$ cat config.mk
export PLATFORM = sky130hd
export DESIGN_NAME = vga_timing_gen_flat
export DESIGN_NICKNAME = d
export VERILOG_FILES = /design/src/rtl/vga_timing_gen_if.sv /design/src/rtl/vga_timing_gen.sv /design/src/flat_wrapper.sv
export SDC_FILE = /design/constraint.sdc
export NUM_CORES = 1
export LEC_CHECK = 0
export ABC_AREA = 1
export CORE_MARGIN = 3
export CORE_UTILIZATION = 40
export DETAILED_ROUTE_END_ITERATION = 10
export PLACE_DENSITY = 0.72
export SLEW_MARGIN = 20
export SYNTH_ARGS = -nofsm -noshare
export SYNTH_HDL_FRONTEND = slang
export SYNTH_SLANG_ARGS = --single-unit
$ cat constraint.sdc
create_clock -name clk -period 2.3 [get_ports clk]
set_input_delay 0.23 -clock clk [delete_from_list [all_inputs] [get_ports clk]]
set_output_delay 0.23 -clock clk [all_outputs]
set_load 0.03 [all_outputs]
$ cat src/rtl/vga_timing_gen_if.sv
// Timing bus between the video timing generator and its consumers.
// The master drives the raster position and syncs. The slave drives the ce/run controls.
interface vga_timing_gen_if #(
  parameter int FC_W = 8
);
  logic            ce;
  logic            run;
  logic [11:0]     pixel_x;
  logic [11:0]     pixel_y;
  logic            de;
  logic            hsync;
  logic            vsync;
  logic            line_start;
  logic            frame_start;
  logic [FC_W-1:0] frame_count;

  modport master (
    input  ce, run,
    output pixel_x, pixel_y, de, hsync, vsync, line_start, frame_start, frame_count
  );

  modport slave (
    output ce, run,
    input  pixel_x, pixel_y, de, hsync, vsync, line_start, frame_start, frame_count
  );
endinterface

$ cat src/rtl/vga_timing_gen.sv
// Video timing generator with a pixel clock-enable, run/stop control and a sync/DE delay line.
// The delay line lets the sync outputs line up with a pixel pipeline of known depth.
module vga_timing_gen #(
  parameter int   H_DISP     = 640,
  parameter int   H_FP       = 10,
  parameter int   H_SYNC     = 56,
  parameter int   H_BP       = 62,
  parameter int   V_DISP     = 576,
  parameter int   V_FP       = 21,
  parameter int   V_SYNC     = 5,
  parameter int   V_BP       = 22,
  parameter logic HS_POL     = 1'b0,
  parameter logic VS_POL     = 1'b0,
  parameter int   SYNC_DELAY = 2,
  parameter int   FC_W       = 8
) (
  input logic             clk,
  input logic             reset,
  vga_timing_gen_if.master bus
);
  localparam int H_TOTAL = H_DISP + H_FP + H_SYNC + H_BP;
  localparam int V_TOTAL = V_DISP + V_FP + V_SYNC + V_BP;

  if (H_TOTAL > 4096) begin : g_bad_h
    $error("vga_timing_gen: H_TOTAL exceeds 4096");
  end
  if (V_TOTAL > 4096) begin : g_bad_v
    $error("vga_timing_gen: V_TOTAL exceeds 4096");
  end
  if (SYNC_DELAY < 0 || SYNC_DELAY > 15) begin : g_bad_d
    $error("vga_timing_gen: SYNC_DELAY must be 0..15");
  end

  // Stage fields are active-high. Polarity is applied only at the pins.
  typedef struct packed {
    logic de;
    logic hs;
    logic vs;
    logic ls;
    logic fs;
  } stg_t;

  logic [11:0]            h_cnt, v_cnt;
  logic [FC_W-1:0]        fc;
  stg_t [SYNC_DELAY:0]    stg_q;
  stg_t                   dec;
  logic                   ce_q;
  logic                   h_end, v_end;

  assign h_end = (int'(h_cnt) == H_TOTAL - 1);
  assign v_end = (int'(v_cnt) == V_TOTAL - 1);

  always_comb begin
    dec    = '0;
    dec.de = (int'(h_cnt) < H_DISP) && (int'(v_cnt) < V_DISP);
    dec.hs = (int'(h_cnt) >= H_DISP + H_FP) && (int'(h_cnt) < H_DISP + H_FP + H_SYNC);
    dec.vs = (int'(v_cnt) >= V_DISP + V_FP) && (int'(v_cnt) < V_DISP + V_FP + V_SYNC);
    dec.ls = (h_cnt == '0);
    dec.fs = (h_cnt == '0) && (v_cnt == '0);
  end

  always_ff @(posedge clk or posedge reset) begin
    if (reset) begin
      h_cnt <= '0;
      v_cnt <= '0;
      fc    <= '0;
      stg_q <= '0;
      ce_q  <= 1'b0;
    end else begin
      ce_q <= bus.ce;
      // A frame wrap still counts on the same edge where run drops.
      if (bus.ce && h_end && v_end) fc <= fc + 1'b1;
      if (!bus.run) begin
        h_cnt <= '0;
        v_cnt <= '0;
        stg_q <= '0;
      end else if (bus.ce) begin
        if (h_end) begin
          h_cnt <= '0;
          v_cnt <= v_end ? 12'd0 : v_cnt + 12'd1;
        end else begin
          h_cnt <= h_cnt + 12'd1;
        end
        stg_q[0] <= dec;
        for (int i = 1; i <= SYNC_DELAY; i++) stg_q[i] <= stg_q[i-1];
      end
    end
  end

  assign bus.pixel_x     = h_cnt;
  assign bus.pixel_y     = v_cnt;
  assign bus.de          = stg_q[SYNC_DELAY].de;
  assign bus.hsync       = stg_q[SYNC_DELAY].hs ? HS_POL : ~HS_POL;
  assign bus.vsync       = stg_q[SYNC_DELAY].vs ? VS_POL : ~VS_POL;
  // Gating with the registered ce makes each strobe exactly one clk wide when ce is sparse.
  assign bus.line_start  = stg_q[SYNC_DELAY].ls & ce_q;
  assign bus.frame_start = stg_q[SYNC_DELAY].fs & ce_q;
  assign bus.frame_count = fc;
endmodule

$ cat src/flat_wrapper.sv
// flat-port wrapper written by rule: the top's interface ports become plain ports
module vga_timing_gen_flat 
#(
  parameter int   H_DISP     = 640,
  parameter int   H_FP       = 10,
  parameter int   H_SYNC     = 56,
  parameter int   H_BP       = 62,
  parameter int   V_DISP     = 576,
  parameter int   V_FP       = 21,
  parameter int   V_SYNC     = 5,
  parameter int   V_BP       = 22,
  parameter logic HS_POL     = 1'b0,
  parameter logic VS_POL     = 1'b0,
  parameter int   SYNC_DELAY = 2,
  parameter int   FC_W       = 8
)
  (clk, reset, bus_ce, bus_run, bus_pixel_x, bus_pixel_y, bus_de, bus_hsync, bus_vsync, bus_line_start, bus_frame_start, bus_frame_count);
  vga_timing_gen_if #(.FC_W(FC_W)) bus_i ();
  input logic clk;
  input logic reset;
  input wire logic [$bits(bus_i.ce)-1:0] bus_ce;
  input wire logic [$bits(bus_i.run)-1:0] bus_run;
  output wire logic [$bits(bus_i.pixel_x)-1:0] bus_pixel_x;
  output wire logic [$bits(bus_i.pixel_y)-1:0] bus_pixel_y;
  output wire logic [$bits(bus_i.de)-1:0] bus_de;
  output wire logic [$bits(bus_i.hsync)-1:0] bus_hsync;
  output wire logic [$bits(bus_i.vsync)-1:0] bus_vsync;
  output wire logic [$bits(bus_i.line_start)-1:0] bus_line_start;
  output wire logic [$bits(bus_i.frame_start)-1:0] bus_frame_start;
  output wire logic [$bits(bus_i.frame_count)-1:0] bus_frame_count;
  assign bus_i.ce = bus_ce;
  assign bus_i.run = bus_run;
  assign bus_pixel_x = bus_i.pixel_x;
  assign bus_pixel_y = bus_i.pixel_y;
  assign bus_de = bus_i.de;
  assign bus_hsync = bus_i.hsync;
  assign bus_vsync = bus_i.vsync;
  assign bus_line_start = bus_i.line_start;
  assign bus_frame_start = bus_i.frame_start;
  assign bus_frame_count = bus_i.frame_count;
  vga_timing_gen #(.H_DISP(H_DISP), .H_FP(H_FP), .H_SYNC(H_SYNC), .H_BP(H_BP), .V_DISP(V_DISP), .V_FP(V_FP), .V_SYNC(V_SYNC), .V_BP(V_BP), .HS_POL(HS_POL), .VS_POL(VS_POL), .SYNC_DELAY(SYNC_DELAY), .FC_W(FC_W)) u_core (.clk(clk), .reset(reset), .bus(bus_i));
endmodule
Word-level counts from Yosys, hierarchy flattened
Index checks and enable logic that the tools add are counted.
Widths: inputs -> output; s select.
- flip-flop bits (word level): 48
- word-level logic and storage cells: 54
- add/subtract/negate cells: 3
- order comparisons: 6
- equal/unequal tests: 4
- multiplexer cells: 11
- bitwise operators: 2
- reductions and logical operators: 9
- operators by type and width (operator ; number):
    $mux 12 ; 7
    $lt 12x10->1 const B ; 4
    $mux 15 ; 2
    $add 12x1->12 const B ; 2
    $eq 12x11->1 const B ; 2
    $ge 12x10->1 const B ; 2
    $logic_not 12->1 ; 2
    $add 8x1->8 const B ; 1
    $logic_and 1x1->1 ; 6
    $and 1x1->1 ; 2
    $mux 1 ; 2
    $ne 2x1->1 const B ; 1
    $ne 2x2->1 const B ; 1
    $reduce_and 2->1 ; 1

Logic depth before layout (Yosys ltp)
Gate-level depths: netlist of the first run.
- depth in word-level cells: 5
- mapped depth: 9
- depth with buffers taken out: 9

Worst setup path after synthesis of the first run
No wires, ideal clock.
- path type: register -> register
- start point: register u_core.v_cnt[0] (netlist: u_core.bus.pixel_y[0])
- end point: register u_core.fc[5] (netlist: u_core.bus.frame_count[5])
- setup time: 123 ps
- arrival: 1562 ps
- required time: 2177 ps
- setup slack: 615 ps
- cell stages (with the launch flop): 9
- path buffers: 0
- clock period less this slack: 1685 ps
- path through: dfrtp_1 -> ha_1 -> nand3_1 -> inv_2 -> nand2_1 -> nor2_2 -> nand2_2 -> nand2_1 -> o21ai_1
- word-level cells in the longest chain between the ends: 2
- ends and longest elaborated chain (item ; line ; RTL):
    start: declaration ; vga_timing_gen.sv:43 ; logic [11:0] h_cnt, v_cnt;
    start signal: assignment ; vga_timing_gen.sv:80 ; v_cnt <= v_end ? 12'd0 : v_cnt + 12'd1;
    $eq 12x11->1 ; vga_timing_gen.sv:51 ; assign v_end = (int'(v_cnt) == V_TOTAL - 1);
    $logic_and 1x1->1 ; vga_timing_gen.sv:72 ; if (bus.ce && h_end && v_end) fc <= fc + 1'b1;
    end signal: assignment ; vga_timing_gen.sv:72 ;
    end: declaration ; vga_timing_gen.sv:44 ; logic [FC_W-1:0] fc;
No other way between the ends.
A chain may end at the register's enable or synchronous reset.

Final worst setup path of the first run
- start point: register u_core.v_cnt[7] (netlist: u_core.bus.pixel_y[7])
- end point: output bus_pixel_y[7]
- RTL lines (item ; line ; RTL):
    end: declaration ; flat_wrapper.sv:24 ; output wire logic [$bits(bus_i.pixel_y)-1:0] bus_pixel_y;
No word-level cell between the ends.

==> results of run 1 <==
area by class of cell:
class | count | area, um^2
multi-input combinational | 259 | 1400
timing repair buffer | 46 | 445
inverter | 47 | 179
sequential | 48 | 1200
clock inverter | 2 | 60.1
tap | 93 | 116
fill | 637 | 3130
clock buffer | 5 | 68.8
cell usage after synthesis, types with 5 or more instances:
| master | instances |
|---|---|
| o22ai_1 | 8 |
| inv_1 | 42 |
| o21ai_0 | 18 |
| xor2_1 | 7 |
| a21oi_1 | 8 |
| ha_1 | 7 |
| nand4_1 | 8 |
| o21ai_1 | 5 |
| nand2_1 | 89 |
| nor3_1 | 6 |
| dfrtp_1 | 48 |
| nand3_1 | 32 |
| nor2_1 | 44 |
| o21ai_2 | 5 |
layer usage:
| layer | vias up | GRT usage (%) |
|---|---|---|
| li1 | 1252 | - |
| met1 | 1176 | 23.6 |
| met2 | 83 | 25.1 |
| met3 | 9 | 2.42 |
| met4 | 0 | 5.10 |
| met5 | - | 0 |
sequential cells by signal, indices dropped and copies added (netlist names):
signal / cells
u_core.bus.pixel_y: 12
u_core.stg_q: 14
u_core.ce_q: 1
u_core.bus.frame_count: 8
u_core.bus.pixel_x: 12
u_core.bus.de: 1
cells by family after synthesis:
| kind of cell | after synthesis |
|---|---|
| simple gates | 198 |
| buf+inv | 53 |
| flops | 48 |
| compound gates | 46 |
| xor+xnor | 8 |
| fa+ha+maj | 7 |
power breakdown:
| group | internal (mW) | switching [mW] | total, mW | leakage, nW |
|---|---|---|---|---|
| clock | 0.428 | 0.278 | 0.706 | 0.0642 |
| sequential | 0.855 | 0.00679 | 0.862 | 0.652 |
| combinational | 0.0335 | 0.0745 | 0.108 | 0.918 |
| total | 1.32 | 0.359 | 1.68 | 1.63 |
final timing paths:
| path | startpoint | to | slack, ns | cells past startpoint |
|---|---|---|---|---|
| max reg2reg | u_core.bus.pixel_y[0]$_DFFE_PP0P_ | u_core.bus.frame_count[2]$_DFFE_PP0P_ | 0.58 | 7 |
| min reg2reg | u_core.stg_q[11]$_DFFE_PP0P_ | u_core.stg_q[11]$_DFFE_PP0P_ | 0.49 | 2 |
| max | u_core.bus.pixel_y[7]$_DFFE_PP0P_ | bus_pixel_y[7] | 0.53 | 1 |
| min | reset | u_core.bus.frame_count[5]$_DFFE_PP0P_ | 0.20 | 2 |
| min in group clk | u_core.stg_q[11]$_DFFE_PP0P_ | u_core.stg_q[11]$_DFFE_PP0P_ | 0.49 | 2 |
| max in group asynchronous | reset | u_core.bus.pixel_x[11]$_DFFE_PP0P_ | 1.55 | 3 |
metrics by stage:
| stage | hold WS (ns) | util [%] | cells | power [mW] | instance area [um^2] |
|---|---|---|---|---|---|
| finish | 0.205 | 52.5 | 500 | 1.68 | 3470 |
| global route | 0.246 | 52.5 | 500 | 1.73 | 3470 |
| CTS | 0.215 | 52.5 | 500 | 1.69 | 3470 |
| detailed placement | 0.476 | 50.6 | 493 | 0.989 | 3340 |
| global placement | 0.469 | 50.6 | 493 | 0.986 | 3340 |
| floorplan | 0.261 | - | 360 | 0.950 | 2820 |
==> metrics.md, run 1 <==
| Metric | Value |
|---|---|
| Crit-path leading delay family | buffers and inverters |
| Largest family of logic cells by synthesized area | simple AND/OR/NAND/NOR gates |
| Power Density | 483 nW/um^2 |
| Vias in the first global route | between 2000 and 2500 |
| Layout cells sized above 1 | slightly above 10% |
| Largest net degree at the start of global routing | 21 |
| Crit-path slowest cell | clkdlybuf4s50_1 |
| Routed len/inst | around 13 um |
| Mapped Cells | 360 |
| Worst path required time | between 2 and 2.5 ns |
| Post-CTS Repair Setup Buffers | 0 |
| IO Pins | 41 |
| Synth Area in Simple Gates | between 30% and 40% |
| Dpl hpwl | roughly 4.9 mm |
| Die Width | between 80 and 90 um |
| Most frequent cells in the layout | nand2_1, dfrtp_1, nor2_1 |
| Hold-fix buffers, CTS | 0 |
| Post-DRT Antenna Nets | 0 |
| # setup viols final | 0 |
| Nets | approximately 420 |
| Post-synthesis xor/xnor area fraction | between 2 and 3% |
| FMAX | roughly 0.56 GHz |
| Total GRT Usage | 16.3% |
| Worst Hold Class | input port to async pin |
| #FFs+latches synth | 48 |
| Crit share post-route | between 70 and 80% |
| Synth Area in Compound Gates | 9.37% |
| FFs w/ async S/R, synth | 100% |
| Clk sinks | 48 |
| EDFF count, synth | 0 |
| Clock latency on the worst-skew pair | approximately 0.3 ns |
| Startpoint types | flop |
| Top-area cell type share of the netlist area | between 40% and 50% |
| Seq/Total Area, Yosys | a little over two fifths |
| Initial drt markers | 162 |
| Worst setup margin | 0.526 ns |
| Status | finished clean |
| Crit-path cells | clkdlybuf4s50_1 |
| Area contributors post-synth | dfrtp_1, nand2_1, nor2_1 |
| Syn_nets | 371 |
| Final Max Slew Viols | 0 |
| Core footprint | 6600 um^2 |
| Highest metal used | met4 |
| Setup TNS | 0 ns |
| Fin. Hold Viols | 0 |
| RSZ-0062 raised after global routing | no |
| Met3 wire len | around 290 um |
| Max stage delay on crit path | 0.73 ns |
| Met2 routed WL | 2.81 mm |
| Critical path class | flop to primary output |
| Pre-Repair DR Iteration Count | 4 |
| Port Buffers | 40 |
| Synth Area in Adders | under 10% |
| Gr ovfl total | 0 |
| Synth Flop Type | dfrtp_1 |
| Post-synthesis cell type count | 33 |
| Maximum VDD drop | 0.274 mV |
| DR vias/cell | between 5 and 6 |
| Clock slew at reported path FFs | ~0.09 ns |
| Initial Util | between 40% and 50% |
| Synth-to-layout area growth | 23.1% |
| Avg Inst Size Synth | ~7.8 um^2 |
| Placement Setup Slack | between 0.6 and 0.7 ns |
| Most common cell after layout, fill and taps aside | nand2_1 |
| PostCTS Resize Cnt | 0 |
| Leakage Power | 1.63 nW |
| Final min period | about 1.8 ns |
| Max Cap Violations | 0 |
| Mapped Area | between 2000 and 3000 um^2 |
| Tightest Pin Transition | approximately 0.33 ns |
| Rel. slew slack | between 70% and 80% |
| WP buf/inv | 1 |
| Via Count | between 2000 and 3000 |
| DRT Wirelength | roughly 6.4 mm |
| Number of CTS-inserted buffers | 5 |
| Synth Warn # | 0 |
| CTS tree | done |
| Max H-tree Level | 2 |
| Initial antenna violation count | 0 |
| First-pass GRT wire length | around 11 mm |
| Root Driver | clkbuf_8 |
| GP Congestion | roughly 1.0 |
| Post-synthesis mux area share | 0% |
| Number of antenna diodes | 0 |
| Area leader, netlist | dfrtp_1 |
| Critical path arrival | approximately 1.5 ns |
| Residual DRC | 0 |
| # rows | 29 |
| Die area | between 8000 and 9000 um^2 |
| Crit Path Max Fanout | 8 |
| Worst clock skew | 0.00617 ns |
| Worst setup EP type | primary output |
| Die Ht | 90.0 um |
| Metal-1 WL | approximately 3.2 mm |
| Clock buffer depth | 2 |
Power figures use the tool's default switching activity.
==> inputs of run 2 (changes only) <==
--- a/config.mk
+++ b/config.mk
@@ -9,7 +9,7 @@
 export CORE_MARGIN = 3
 export CORE_UTILIZATION = 40
 export DETAILED_ROUTE_END_ITERATION = 10
-export PLACE_DENSITY = 0.72
+export PLACE_DENSITY = 0.74
 export SLEW_MARGIN = 20
 export SYNTH_ARGS = -nofsm -noshare
 export SYNTH_HDL_FRONTEND = slang
==> constraint.sdc (replaced) <==
create_clock -name clk -period 1.5 [get_ports clk]
set_input_delay 0.15 -clock clk [delete_from_list [all_inputs] [get_ports clk]]
set_output_delay 0.15 -clock clk [all_outputs]
set_load 0.03 [all_outputs]
==> metrics.md, run 2 (same netlist as run 1, synthesis figures left out) <==
| Metric | Value |
|---|---|
| Crit-path cells | ha_4 > inv_2 > nor2_4 > buf_6 > nand4_4 > buf_6 > nor2_4 > xor2_2 |
| Critical path arrival | 1.76 ns |
| Hold-fix buffers, CTS | 0 |
| Die area | between 8000 and 9000 um^2 |
| # rows | 29 |
| Synth-to-layout area growth | 34.5% |
| Via Count | between 2000 and 3000 |
| Most Crowded Layer GR | met2 |
| Most common cell after layout, fill and taps aside | nand2_1 |
| Max H-tree Level | 2 |
| Status | complete, but fails checks |
| Max stage delay on crit path | approximately 0.40 ns |
| Number of antenna diodes | 0 |
| Fin. Hold Viols | 0 |
| Post-DRT Antenna Nets | 0 |
| Met3 usage | approximately 2.7% |
| Final min period | roughly 1.5 ns |
| Placed Cells | 519 |
| Pwr Total | around 2.3 mW |
| Startpoint types | flop |
| RSZ-0062 raised after global routing | yes |
| Tightest Pin Transition | 0.315 ns |
| Layout cells sized above 1 | a little over a fifth |
| Worst Hold Class | input port to async pin |
| Crit share post-route | 101% |
| Routed len/inst | 13.3 um |
| Total GRT Usage | between 15 and 20% |
| Residual DRC | 0 |
| Internal | around 1.8 mW |
| Clock network fraction of total power | between 30% and 40% |
| Die Width | between 80 and 90 um |
| Final Max Slew Viols | 0 |
| Combinational fraction of design power | ~8.8% |
| Setup TNS | -0.0149 ns |
| Maximum VDD drop | 0.339 mV |
| Largest net degree at the start of global routing | approximately 50 |
| Pre-Repair DR Iteration Count | 5 |
| Leakage Power | roughly 2.0 nW |
| Worst clock skew | between 0.01 and 0.015 ns |
| Die Ht | between 80 and 90 um |
| P_sw | 576 uW |
| Root Driver | clkbuf_8 |
| Clock latency on the worst-skew pair | 0.31 ns |
| Top reg by flops | u_core.stg_q |
| Rel. slew slack | about four fifths |
| Power Density | about 620 nW/um^2 |
| Worst setup margin | -0.0142 ns |
| WP buf/inv | 3 |
| Number of CTS-inserted buffers | 5 |
| Crit-path leading delay family | simple AND/OR/NAND/NOR gates |
| DR vias/cell | about 5.0 |
| # setup viols final | 2 |
| Final Non-Filler Cells | around 540 |
| Crit-path slowest cell | dfrtp_2 |
| First-pass GRT wire length | 11.7 mm |
| Max Cap Violations | 0 |
| Nets | 453 |
| Violated checks | negative setup slack |
| Critical path class | flop to flop |
| Initial Util | between 40% and 50% |
| Clock slew at reported path FFs | around 0.09 ns |
| Worst setup EP type | flop |
| Flop pwr share | a little under three fifths |
| Flip-flop count of the largest register after layout | 14 |
| Vias in the first global route | 2464 |
| Net Sw Frac | about a quarter |
| Worst path required time | roughly 1.7 ns |
| Gr ovfl total | 0 |
| Port Buffers | 40 |
| Initial antenna violation count | 0 |
| GP Congestion | roughly 0.92 |
| Clock buffer depth | 2 |
| Placement Setup Slack | -0.0252 ns |
| Core footprint | roughly 6600 um^2 |
| Initial drt markers | approximately 160 |
| Crit Path Max Fanout | 4 |
| Dpl hpwl | ~5.2 mm |
| FMAX | ~0.66 GHz |
| CTS tree | done |
| DRT Wirelength | 7.15 mm |
| Met1 Track Usage GR | 24.1% |
| Clk sinks | 48 |
| GR Util met2 | between 20 and 30% |
| IO Pins | roughly 40 |
| Most frequent cells in the layout | nand2_1, nor2_1, inv_1 |
==> run 2: cell count changes in the layout (fill, tap and decap cells not counted), moves of 3 or more <==
| cell | previous run | this run |
|---|---|---|
| dfrtp_2 | 0 | 11 |
| buf_12 | 0 | 3 |
| dlygate4sd2_1 | 0 | 35 |
| buf_4 | 6 | 35 |
| clkdlybuf4s50_1 | 40 | 4 |
| o21ai_0 | 18 | 15 |
| dfrtp_1 | 48 | 37 |
==> run 2: what timing repair did <==
item	4_1_cts	5_1_grt
gates resized for setup	35	19
endpoints found under the setup margin	35	20
cloned	0	1
pin swaps	0	7
buffers inserted	0	8
==> run 2: cell type report <==
| type | instances | area [um^2] |
|---|---|---|
| Timing Repair Buffer | 80 | 704 |
| Multi-Input combinational cell | 260 | 1480 |
| Clock inverter | 1 | 7.51 |
| Fill cell | 602 | 2810 |
| Clock buffer | 7 | 86.3 |
| Sequential cell | 48 | 1210 |
| Tap cell | 93 | 116 |
| Inverter | 47 | 181 |
==> run 2: per-layer routing <==
metal / part of all wire (%) / routed length [um]
met5: 0 / 0
met4: 2.0 / 142
met3: 5.6 / 399
met2: 46 / 3300
met1: 46 / 3310
==> run 2: power by group through the flow <==
| stage | clock network [mW] | logic [mW] | registers (mW) |
|---|---|---|---|
| detailed placement | 0 | 0.204 | 1.35 |
| floorplan | 0 | 0.0994 | 1.36 |
| global route | 0.876 | 0.227 | 1.32 |
| finish | 0.814 | 0.206 | 1.32 |
| global placement | 0 | 0.201 | 1.35 |
| CTS | 0.830 | 0.201 | 1.32 |
==> run 2: worst min-delay path, delay by kind of cell <==
kind,cells,cell delay [ns]
buffers and inverters,3,0.73
==> run 2: stage by stage <==
stage / hold WS [ns] / cell area, um^2 / utilization (%)
2_1_floorplan: 0.181 / 2860 / -
4_1_cts: 0.209 / 3650 / 55.2
6_report: 0.196 / 3790 / 57.4
5_1_grt: 0.238 / 3790 / 57.4
3_5_place_dp: 0.472 / 3600 / 54.5
3_3_place_gp: 0.465 / 3600 / 54.5
==> run 2: final timing paths <==
path,from,to,slack [ns],cells past startpoint
hold reg to reg,u_core.stg_q[10]$_DFFE_PP0P_,u_core.stg_q[10]$_DFFE_PP0P_,0.49,2
max in group asynchronous,reset,u_core.bus.pixel_x[3]$_DFFE_PP0P_,1.06,3
setup / recovery,u_core.bus.pixel_x[1]$_DFFE_PP0P_,u_core.bus.frame_count[0]$_DFFE_PP0P_,-0.01,8
hold / removal,reset,u_core.stg_q[7]$_DFFE_PP0P_,0.20,3
setup reg to reg,u_core.bus.pixel_x[1]$_DFFE_PP0P_,u_core.bus.frame_count[0]$_DFFE_PP0P_,-0.01,8
min in group clk,u_core.stg_q[10]$_DFFE_PP0P_,u_core.stg_q[10]$_DFFE_PP0P_,0.49,2
==> inputs of run 3 (changes only) <==
--- a/config.mk
+++ b/config.mk
@@ -6,9 +6,11 @@
 export NUM_CORES = 1
 export LEC_CHECK = 0
 export ABC_AREA = 1
+export CORE_ASPECT_RATIO = 2
 export CORE_MARGIN = 3
 export CORE_UTILIZATION = 40
 export DETAILED_ROUTE_END_ITERATION = 10
+export GPL_ROUTABILITY_DRIVEN = 0
 export PLACE_DENSITY = 0.74
 export SLEW_MARGIN = 20
 export SYNTH_ARGS = -nofsm -noshare
==> metrics.md, run 3 (same netlist as run 1, synthesis figures left out) <==
| Metric | Value |
|---|---|
| Maximum VDD drop | slightly above 0.4 mV |
| Synth-to-layout area growth | 35.2% |
| Worst r2r path cells | 8 |
| Most Crowded Layer GR | met2 |
| Pre-Repair DR Iteration Count | 4 |
| First-pass GRT wire length | approximately 12 mm |
| Initial antenna violation count | 0 |
| Crit share post-route | a little over nine tenths |
| Critical Path Sink | bus_pixel_y[5] |
| Top reg by flops | u_core.stg_q |
| Die Ht | approximately 120 um |
| Critical path class | flop to primary output |
| CTS tree | done |
| Post-DRT Antenna Nets | 0 |
| # rows | 42 |
| Clock buffer depth | 2 |
| Final core utilization | a little under three fifths |
| Nets | 452 |
| Power Density | ~690 nW/um^2 |
| Die area | between 8000 and 9000 um^2 |
| Core footprint | roughly 6700 um^2 |
| Largest net degree at the start of global routing | 49 |
| Internal | about 2.1 mW |
| Root Driver | clkbuf_16 |
| Met1 Track Usage GR | between 20 and 25% |
| Placed Cells | a little over 500 |
| Clock slew at reported path FFs | around 0.06 ns |
| Worst Hold Class | input port to async pin |
| # setup viols final | 0 |
| Flop pwr share | around 50% |
| GR Util met2 | approximately a third |
| Number of antenna diodes | 0 |
| Startpoint types | flop |
| Final Non-Filler Cells | 530 |
| Port Buffers | 40 |
| Most common cell after layout, fill and taps aside | nand2_1 |
| Total GRT Usage | roughly a fifth |
| Reg-to-reg slack, setup | around 0.07 ns |
| DR vias/cell | 5.11 |
| Dpl hpwl | 5.70 mm |
| Status | finished clean |
| Flip-flop count of the largest register after layout | 14 |
| Number of CTS-inserted buffers | 5 |
| Gr ovfl total | 0 |
| RSZ-0062 raised after global routing | yes |
| Hold-fix buffers, CTS | 0 |
| FMAX | between 0.6 and 0.7 GHz |
| Initial drt markers | between 150 and 200 |
| Vias in the first global route | approximately 2700 |
| Worst R2R End | u_core.bus.frame_count[2]$_DFFE_PP0P_ |
| Pwr Total | between 2 and 3 mW |
| Clock network fraction of total power | between 40% and 50% |
| Critical path arrival | 1.33 ns |
| Rel. slew slack | 78.6% |
| Die Width | between 60 and 70 um |
| Critical R2R Launch | u_core.bus.pixel_x[1]$_DFFE_PP0P_ |
| Combinational fraction of design power | under 10% |
| Routed len/inst | approximately 14 um |
| Worst setup EP type | primary output |
| Crit path from | u_core.bus.pixel_y[5]$_DFFE_PP0P_ |
| Worst path required time | 1.35 ns |
| Clk sinks | 48 |
| Max H-tree Level | 2 |
| Initial Util | between 40% and 50% |
| Crit Path Max Fanout | 4 |
| Residual DRC | 0 |
| Most frequent cells in the layout | nand2_1, inv_1, nor2_1 |
| Leakage Power | ~2.0 nW |
| DRT Wirelength | between 7 and 8 mm |
| Net Sw Frac | 22.1% |
| Final Max Slew Viols | 0 |
| Fin. Hold Viols | 0 |
| Met3 usage | 2.71% |
| Final min period | 1.48 ns |
| IO Pins | just over 40 |
| Via Count | 2707 |
| Worst clock skew | 0.00407 ns |
| P_sw | 581 uW |
| Max Cap Violations | 0 |
| Layout cells sized above 1 | 21.9% |
| Tightest Pin Transition | ~0.32 ns |
| Clock latency on the worst-skew pair | between 0.2 and 0.3 ns |
-- run 3: changes by cell type in the layout (fill, tap and decap cells not counted), sizes merged --
cell and delta:
clkbuf +1, clkinvlp -1, buf -1
-- run 3: area by class of cell --
type | count | area (um^2)
Tap cell | 88 | 110
Clock buffer | 8 | 146
Timing Repair Buffer | 79 | 681
Multi-Input combinational cell | 260 | 1480
Inverter | 47 | 179
Fill cell | 662 | 2920
Sequential cell | 48 | 1210
-- run 3: layer usage --
layer | vias to the layer above | routed length (um)
met3 | 19 | 267
met2 | 84 | 4130
li1 | 1326 | -
met4 | 0 | 276
met5 | - | 0
met1 | 1278 | 2770
-- run 3: per-stage QoR --
stage / cell area, um^2 / setup TNS (ns) / hold slack (ns) / worst slack, ns
finish: 3810 / 0 / 0.211 / 0.0244
global route: 3810 / -0.0594 / 0.247 / -0.0235
CTS: 3740 / -0.00314 / 0.233 / -0.00314
detailed placement: 3610 / -0.0764 / 0.471 / -0.0287
global placement: 3610 / -0.0173 / 0.466 / -0.0171
floorplan: 2860 / 0 / 0.181 / 0.0133
-- run 3: timing repair --
item	CTS	global route
gates resized for setup	36	17
setup buffers	1	3
pin swaps	2	9
cloned	1	0
setup endpoints to repair	37	20
-- run 3: worst min-delay path by stage --
stage	startpoint	endpoint	slack, ns	cells past startpoint
2_1_floorplan	bus_ce	u_core.ce_q$_DFF_PP0_	0.18	0
3_3_place_gp	u_core.stg_q[2]$_DFFE_PP0P_	u_core.stg_q[2]$_DFFE_PP0P_	0.47	2
3_5_place_dp	u_core.stg_q[2]$_DFFE_PP0P_	u_core.stg_q[7]$_DFFE_PP0P_	0.47	2
4_1_cts	reset	u_core.stg_q[4]$_DFFE_PP0P_	0.23	3
5_1_grt	reset	u_core.bus.pixel_y[6]$_DFFE_PP0P_	0.25	3
6_report	reset	u_core.bus.pixel_y[10]$_DFFE_PP0P_	0.21	3
-- run 3: power by group through the flow --
stage                     clock (mW)  combinational [mW]  sequential [mW]
after floorplan                    0              0.0994             1.36
after global placement             0               0.197             1.35
after detailed placement           0               0.200             1.35
after CTS                       1.14               0.197             1.32
after global routing            1.21               0.219             1.32
final                           1.11               0.197             1.32
-- run 3: worst max-delay path, cell delays in order (launching register included) --
cell and delay (ns):
dfrtp_1 0.42, buf_4 0.15, buf_4 0.13, dlygate4sd2_1 0.35
